`src/rtl/uart_tx_arbiter.sv`:
```
// ---------------------------------------------------------------------------
// uart_tx_arbiter
//
// Shares a single UART transmitter between NUM_REQ byte requesters. A
// round-robin pointer selects the next requester whenever the arbiter is idle
// and the transmitter reports not busy. The granted byte is registered onto
// tx_data, tx_start pulses for one cycle, and the arbiter then follows the
// transmitter's busy handshake (rise, then fall) before returning to idle.
//
// Optional feature (macro UART_TX_ARB_TIMEOUT_EN):
//   When defined, a watchdog counter guards both wait states. If the
//   transmitter never raises busy, or never drops it, for TIMEOUT_CYCLES
//   cycles, the transfer is abandoned with an err pulse instead of done.
//   When undefined, err is always 0 and the wait states wait indefinitely.
//
// Ports:
//   clk       in   system clock
//   rst       in   synchronous reset, active-high
//   req       in   [NUM_REQ]   level request per requester
//   req_data  in   [8*NUM_REQ] byte of requester i at [8*i+7:8*i]
//   ack       out  [NUM_REQ]   1-cycle pulse, byte of requester i latched
//   done      out  [NUM_REQ]   1-cycle pulse, byte of requester i sent
//   err       out  [NUM_REQ]   1-cycle pulse, watchdog abort
//   tx_start  out  start strobe to the transmitter
//   tx_data   out  [8] byte to the transmitter, held until the next grant
//   tx_busy   in   busy flag from the transmitter
//   grant_id  out  [3] index of the current / last granted requester
//   active    out  high whenever the arbiter is not idle
// ---------------------------------------------------------------------------
module uart_tx_arbiter #(
  parameter int NUM_REQ        = 4,
  parameter int TIMEOUT_CYCLES = 200000
) (
  input  logic                 clk,
  input  logic                 rst,
  input  logic [NUM_REQ-1:0]   req,
  input  logic [8*NUM_REQ-1:0] req_data,
  output logic [NUM_REQ-1:0]   ack,
  output logic [NUM_REQ-1:0]   done,
  output logic [NUM_REQ-1:0]   err,
  output logic                 tx_start,
  output logic [7:0]           tx_data,
  input  logic                 tx_busy,
  output logic [2:0]           grant_id,
  output logic                 active
);

  // Elaboration-time sanity check on the configuration.
  if (NUM_REQ < 2 || NUM_REQ > 8 || TIMEOUT_CYCLES < 1) begin : g_bad_param
    $error("uart_tx_arbiter: NUM_REQ must be 2..8 and TIMEOUT_CYCLES >= 1");
  end

  typedef enum logic [1:0] {
    ST_IDLE      = 2'd0,
    ST_LAUNCH    = 2'd1,
    ST_WAIT_BUSY = 2'd2,
    ST_WAIT_DONE = 2'd3
  } state_t;

  localparam logic [NUM_REQ-1:0] ONE_HOT0 = {{(NUM_REQ-1){1'b0}}, 1'b1};

  state_t             state_reg, state_next;
  logic [2:0]         rr_ptr_reg, rr_ptr_next;
  logic [7:0]         tx_data_reg, tx_data_next;
  logic [2:0]         grant_id_reg, grant_id_next;
  logic [NUM_REQ-1:0] ack_reg, ack_next;
  logic [NUM_REQ-1:0] done_reg, done_next;
  logic [NUM_REQ-1:0] err_reg, err_next;
  logic               busy_prev_reg;

  logic               pick_valid;
  logic [2:0]         pick_idx;
  logic [NUM_REQ-1:0] pick_hot;
  logic [NUM_REQ-1:0] grant_hot;
  logic [7:0]         pick_byte;
  logic [7:0]         req_byte [NUM_REQ];
  logic               timeout_hit;

  // Per-requester byte view plus one-hot decodes of the candidate and the
  // current grant (used for ack and for done/err respectively).
  for (genvar gi = 0; gi < NUM_REQ; gi++) begin : g_req
    assign req_byte[gi]  = req_data[8*gi +: 8];
    assign pick_hot[gi]  = (pick_idx == 3'(gi));
    assign grant_hot[gi] = (grant_id_reg == 3'(gi));
  end

  // Round-robin search: scan offsets from the highest down so that the
  // lowest offset from the pointer (the first requester at/after it) wins.
  always_comb begin
    logic [3:0] cand;
    cand       = '0;
    pick_valid = 1'b0;
    pick_idx   = '0;
    for (int off = NUM_REQ - 1; off >= 0; off--) begin
      cand = {1'b0, rr_ptr_reg} + 4'(off);
      if (cand >= 4'(NUM_REQ)) begin
        cand = cand - 4'(NUM_REQ);
      end
      if ((req & (ONE_HOT0 << cand)) != '0) begin
        pick_valid = 1'b1;
        pick_idx   = cand[2:0];
      end
    end
  end

  // AND-OR mux of the candidate's byte.
  always_comb begin
    pick_byte = '0;
    for (int i = 0; i < NUM_REQ; i++) begin
      pick_byte = pick_byte | (req_byte[i] & {8{pick_hot[i]}});
    end
  end

`ifdef UART_TX_ARB_TIMEOUT_EN
  logic [31:0] timer_reg;

  // Cleared on every state change, so it restarts on entry to each wait
  // state; only counts while waiting on the transmitter.
  always_ff @(posedge clk) begin
    if (rst) begin
      timer_reg <= '0;
    end else if (state_next != state_reg) begin
      timer_reg <= '0;
    end else if (state_reg == ST_WAIT_BUSY || state_reg == ST_WAIT_DONE) begin
      timer_reg <= timer_reg + 32'd1;
    end
  end

  assign timeout_hit = (timer_reg == 32'(TIMEOUT_CYCLES));
`else
  assign timeout_hit = 1'b0;
`endif

  // State and datapath registers.
  always_ff @(posedge clk) begin
    if (rst) begin
      state_reg     <= ST_IDLE;
      rr_ptr_reg    <= '0;
      tx_data_reg   <= '0;
      grant_id_reg  <= '0;
      ack_reg       <= '0;
      done_reg      <= '0;
      err_reg       <= '0;
      busy_prev_reg <= 1'b0;
    end else begin
      state_reg     <= state_next;
      rr_ptr_reg    <= rr_ptr_next;
      tx_data_reg   <= tx_data_next;
      grant_id_reg  <= grant_id_next;
      ack_reg       <= ack_next;
      done_reg      <= done_next;
      err_reg       <= err_next;
      busy_prev_reg <= tx_busy;
    end
  end

  // Next-state and next-datapath logic.
  always_comb begin
    state_next    = state_reg;
    rr_ptr_next   = rr_ptr_reg;
    tx_data_next  = tx_data_reg;
    grant_id_next = grant_id_reg;
    ack_next      = '0;
    done_next     = '0;
    err_next      = '0;
    case (state_reg)
      ST_IDLE: begin
        // A transmitter still busy from before a reset (or from an aborted
        // transfer) blocks new grants until it goes idle.
        if (pick_valid && !tx_busy) begin
          state_next    = ST_LAUNCH;
          tx_data_next  = pick_byte;
          grant_id_next = pick_idx;
          ack_next      = pick_hot;
          rr_ptr_next   = (pick_idx == 3'(NUM_REQ - 1)) ? 3'd0 : pick_idx + 3'd1;
        end
      end
      ST_LAUNCH: begin
        state_next = ST_WAIT_BUSY;
      end
      ST_WAIT_BUSY: begin
        if (tx_busy) begin
          state_next = ST_WAIT_DONE;
        end else if (timeout_hit) begin
          err_next   = grant_hot;
          state_next = ST_IDLE;
        end
      end
      ST_WAIT_DONE: begin
        if (busy_prev_reg && !tx_busy) begin
          done_next  = grant_hot;
          state_next = ST_IDLE;
        end else if (timeout_hit) begin
          err_next   = grant_hot;
          state_next = ST_IDLE;
        end
      end
      default: begin
        state_next = ST_IDLE;
      end
    endcase
  end

  // Outputs decoded from the registered state.
  always_comb begin
    tx_start = (state_reg == ST_LAUNCH);
    active   = (state_reg != ST_IDLE);
  end

  assign ack      = ack_reg;
  assign done     = done_reg;
  assign err      = err_reg;
  assign tx_data  = tx_data_reg;
  assign grant_id = grant_id_reg;

endmodule
```
`config.mk`:
```
export PLATFORM = sky130hd
export DESIGN_NAME = uart_tx_arbiter
export DESIGN_NICKNAME = d
export VERILOG_FILES = /design/src/rtl/uart_tx_arbiter.sv
export SDC_FILE = /design/constraint.sdc
export NUM_CORES = 1
export LEC_CHECK = 0
export ABC_CLOCK_PERIOD_IN_PS = 6100
export CAP_MARGIN = 30
export CORE_ASPECT_RATIO = 0.6
export CORE_UTILIZATION = 48
export CTS_BUF_LIST = sky130_fd_sc_hd__clkbuf_8
export CTS_CLUSTER_DIAMETER = 60
export DETAILED_ROUTE_END_ITERATION = 8
export PLACE_DENSITY = 0.88
export SYNTH_ARGS = -nofsm -noshare
export SYNTH_HDL_FRONTEND = slang
export SYNTH_SLANG_ARGS = --single-unit
```
`constraint.sdc`:
```
create_clock -name clk -period 6.1 [get_ports clk]
set_input_delay 1.525 -clock clk [delete_from_list [all_inputs] [get_ports clk]]
set_output_delay 1.525 -clock clk [all_outputs]
set_load 0.005 [all_outputs]
```
==> run metrics <==
Area contributors post-synth=dfxtp_1, ha_1, a22oi_1; Hold Path End=tx_data[2]; DR iter-0 viols=181; max reg flops=8; GRT overflow=0; max frequency=238.9 MHz; Vias=1,555; top_reg_cell synth=dfxtp_1; Crit Path Class=input pin to flip-flop; final period utilization=0.6861; Die ar.=3487 µm²; drt drc=0; CTS tree=yes; r2r endpoint=tx_data[5]; Starting Density=0.5224; register area share after synthesis=0.3210; actual slew at the worst max-slew pin=917.2 ps; Worst Reg2Reg Path Length in Cells=11; origin of the critical flop-to-flop path=rr_ptr_reg[0]; ys async rst share=0; Die Height=46.15 µm; Syn. warnings=0; Final Routed Wirelength=4122 µm; row cnt=15; placed cell areas=2148 µm²; PnR Total Power=929.6 µW; P&R area growth vs syn=40.93%; Worst Path Arrival=4360 ps; CTS Root Cell=clkbuf_8; Max Clock Skew=3.965 ps; Min-Delay Path Depth=1; GRT Total Usage=0.2463; Setup crit end kind=flip-flop; cts hold-fix bufs=0; flop and latch count out of synthesis=25; CTS buffer count=3; chip width=75.58 µm; Crit Path Max Fanout=10; Worst slew margin=0.3805; # IOs=64; DR pass1 iterations=5; hold path startpoint=tx_data[2]; Final #Nets=283; Max Root-Sink Buffers=2; Final Cell Area=2197 µm²; Slew Limit Fails=0; CP Launch Type=input pin; final setup violation count=0; clk slew on worst S/H paths=90 ps; ant diodes=0; final worst path period need=4185 ps; Worst-Skew Late Latency=270 ps; VDD IR max=0.2547 mV; Syn Inst Count=173; Syn Area/Cell=9.012 µm²; largest net degree at the start of global routing=17; setup bufs post-CTS=0; Fin Setup TNS=0 ps; status=complete, no violations; vias in the first global route=1,308; synthesized area=1559 µm²; Lkg Pwr=0.0008720 µW; vias per cell=5.759; # resized after CTS=0; max-cap violations=0; cell count after placement=266; slack of the worst reg-to-reg path=2730 ps; Port Buffers=59; hpwl dp=3147 µm; Hold Fails Final Rpt=0; Clock Sink Count=25; leading area contributor after synthesis=dfxtp_1; Worst Path Required=6270 ps; Core Region=2984 µm²; H-tree depth=1; Hold WS=486.1 ps; share of layout cells above drive strength 1=0.03947; worst hold path type=flip-flop to flip-flop; final RePlAce weighted congestion=0.8529; number of synthesized flops with an enable pin=0; first-pass GRT wire length=6258 µm; RSZ-0062 raised after global routing=no; Synth top area share=0.3210; Antenna Nets Post-Route=0; Synth cell types=47; Layout Cells excl Fill=270; pwr dens=423.1 nW/µm²; initial antenna violation count=0; wire per inst=15.27 µm
## cell usage in the layout (no fill, tap or decap), types with 2 or more instances in the layout
cell type / count
ha_1: 15
and2_1: 5
and4_1: 2
a211oi_1: 3
nor4_1: 2
nor3_1: 2
clkdlybuf4s50_1: 59
nor2_1: 11
mux2i_1: 3
nor3b_1: 2
dfxtp_1: 25
a22oi_1: 19
a21oi_1: 3
conb_1: 4
a41oi_1: 2
clkbuf_8: 3
nand2_1: 17
nor2b_1: 2
inv_1: 9
a22o_1: 11
nand2b_1: 5
## how the worst max path moves through the flow
stage | cells past startpoint | slack [ps] | start | end
after detailed placement | 10 | 1680 | req[3] | tx_data[6]
after global placement | 10 | 1860 | req[3] | tx_data[6]
after CTS | 10 | 1920 | req[3] | tx_data[5]
final | 10 | 1910 | req[3] | tx_data[5]
after floorplan | 10 | 2460 | req[3] | tx_data[6]
after global routing | 10 | 1790 | req[3] | tx_data[5]
## cell type report
cell class              count  area [µm²]
multi-input cells         131       970.9
fillers                   203       787.0
clock buffers               3       41.29
flip-flops and latches     25       500.5
inverters                   9       33.78
repair buffers             59       590.6
clock inverters             1       7.507
well taps                  42       52.55
## metal layers
| layer | GRT usage | part of all wire | up-vias |
|---|---|---|---|
| met5 | 0 | 0 | - |
| met4 | 0.06667 | 0.012 | 0 |
| met3 | 0.06783 | 0.072 | 8 |
| met2 | 0.3857 | 0.45 | 77 |
| met1 | 0.3351 | 0.46 | 728 |
| li1 | - | - | 742 |
## through the flow
stage               utilization  worst slack (ps)
floorplan                     -              2456
finish                   0.7363              1915
global placement         0.7199              1864
CTS                      0.7363              1924
global route             0.7363              1789
detailed placement       0.7199              1684
## synthesized netlist by cell type (2+ instances only)
cell type	count
a211oi_1	3
a21oi_1	3
a22o_1	11
a22oi_1	19
a41oi_1	2
and2_1	5
and4_1	2
buf_1	2
buf_4	4
clkbuf_1	3
dfxtp_1	25
ha_1	15
inv_1	9
mux2i_1	3
nand2_1	17
nand2b_1	5
nor2_1	11
nor2b_1	2
nor3_1	2
nor3b_1	2
nor4_1	2
## critical path: stages
cell,delay [ps]
clkdlybuf4s50_1,500
and2_2,260
o32a_1,370
and4_1,200
a211oi_1,480
inv_1,130
ha_1,360
a22oi_1,240
nand2_1,90
a22o_1,190
## power breakdown
group          total (µW)  switching, µW  leakage [µW]  internal [µW]
Clock                 102           55.1     0.0000217           46.4
Combinational         577            302      0.000646            275
Sequential            251           40.0      0.000204            211
## cells by family after synthesis
kind of cell / count (synthesis) / share of synthesized area
other: 1 / 0.002405
AO/OA/AOI/OAI: 54 / 0.2897
buffers and inverters: 20 / 0.06340
flip-flops: 25 / 0.3210
AND/OR/NAND/NOR: 55 / 0.1838
adder cells (fa/ha/maj): 15 / 0.1204
multiplexers: 3 / 0.01926
Note: power is estimated with default switching activity, not from simulation.
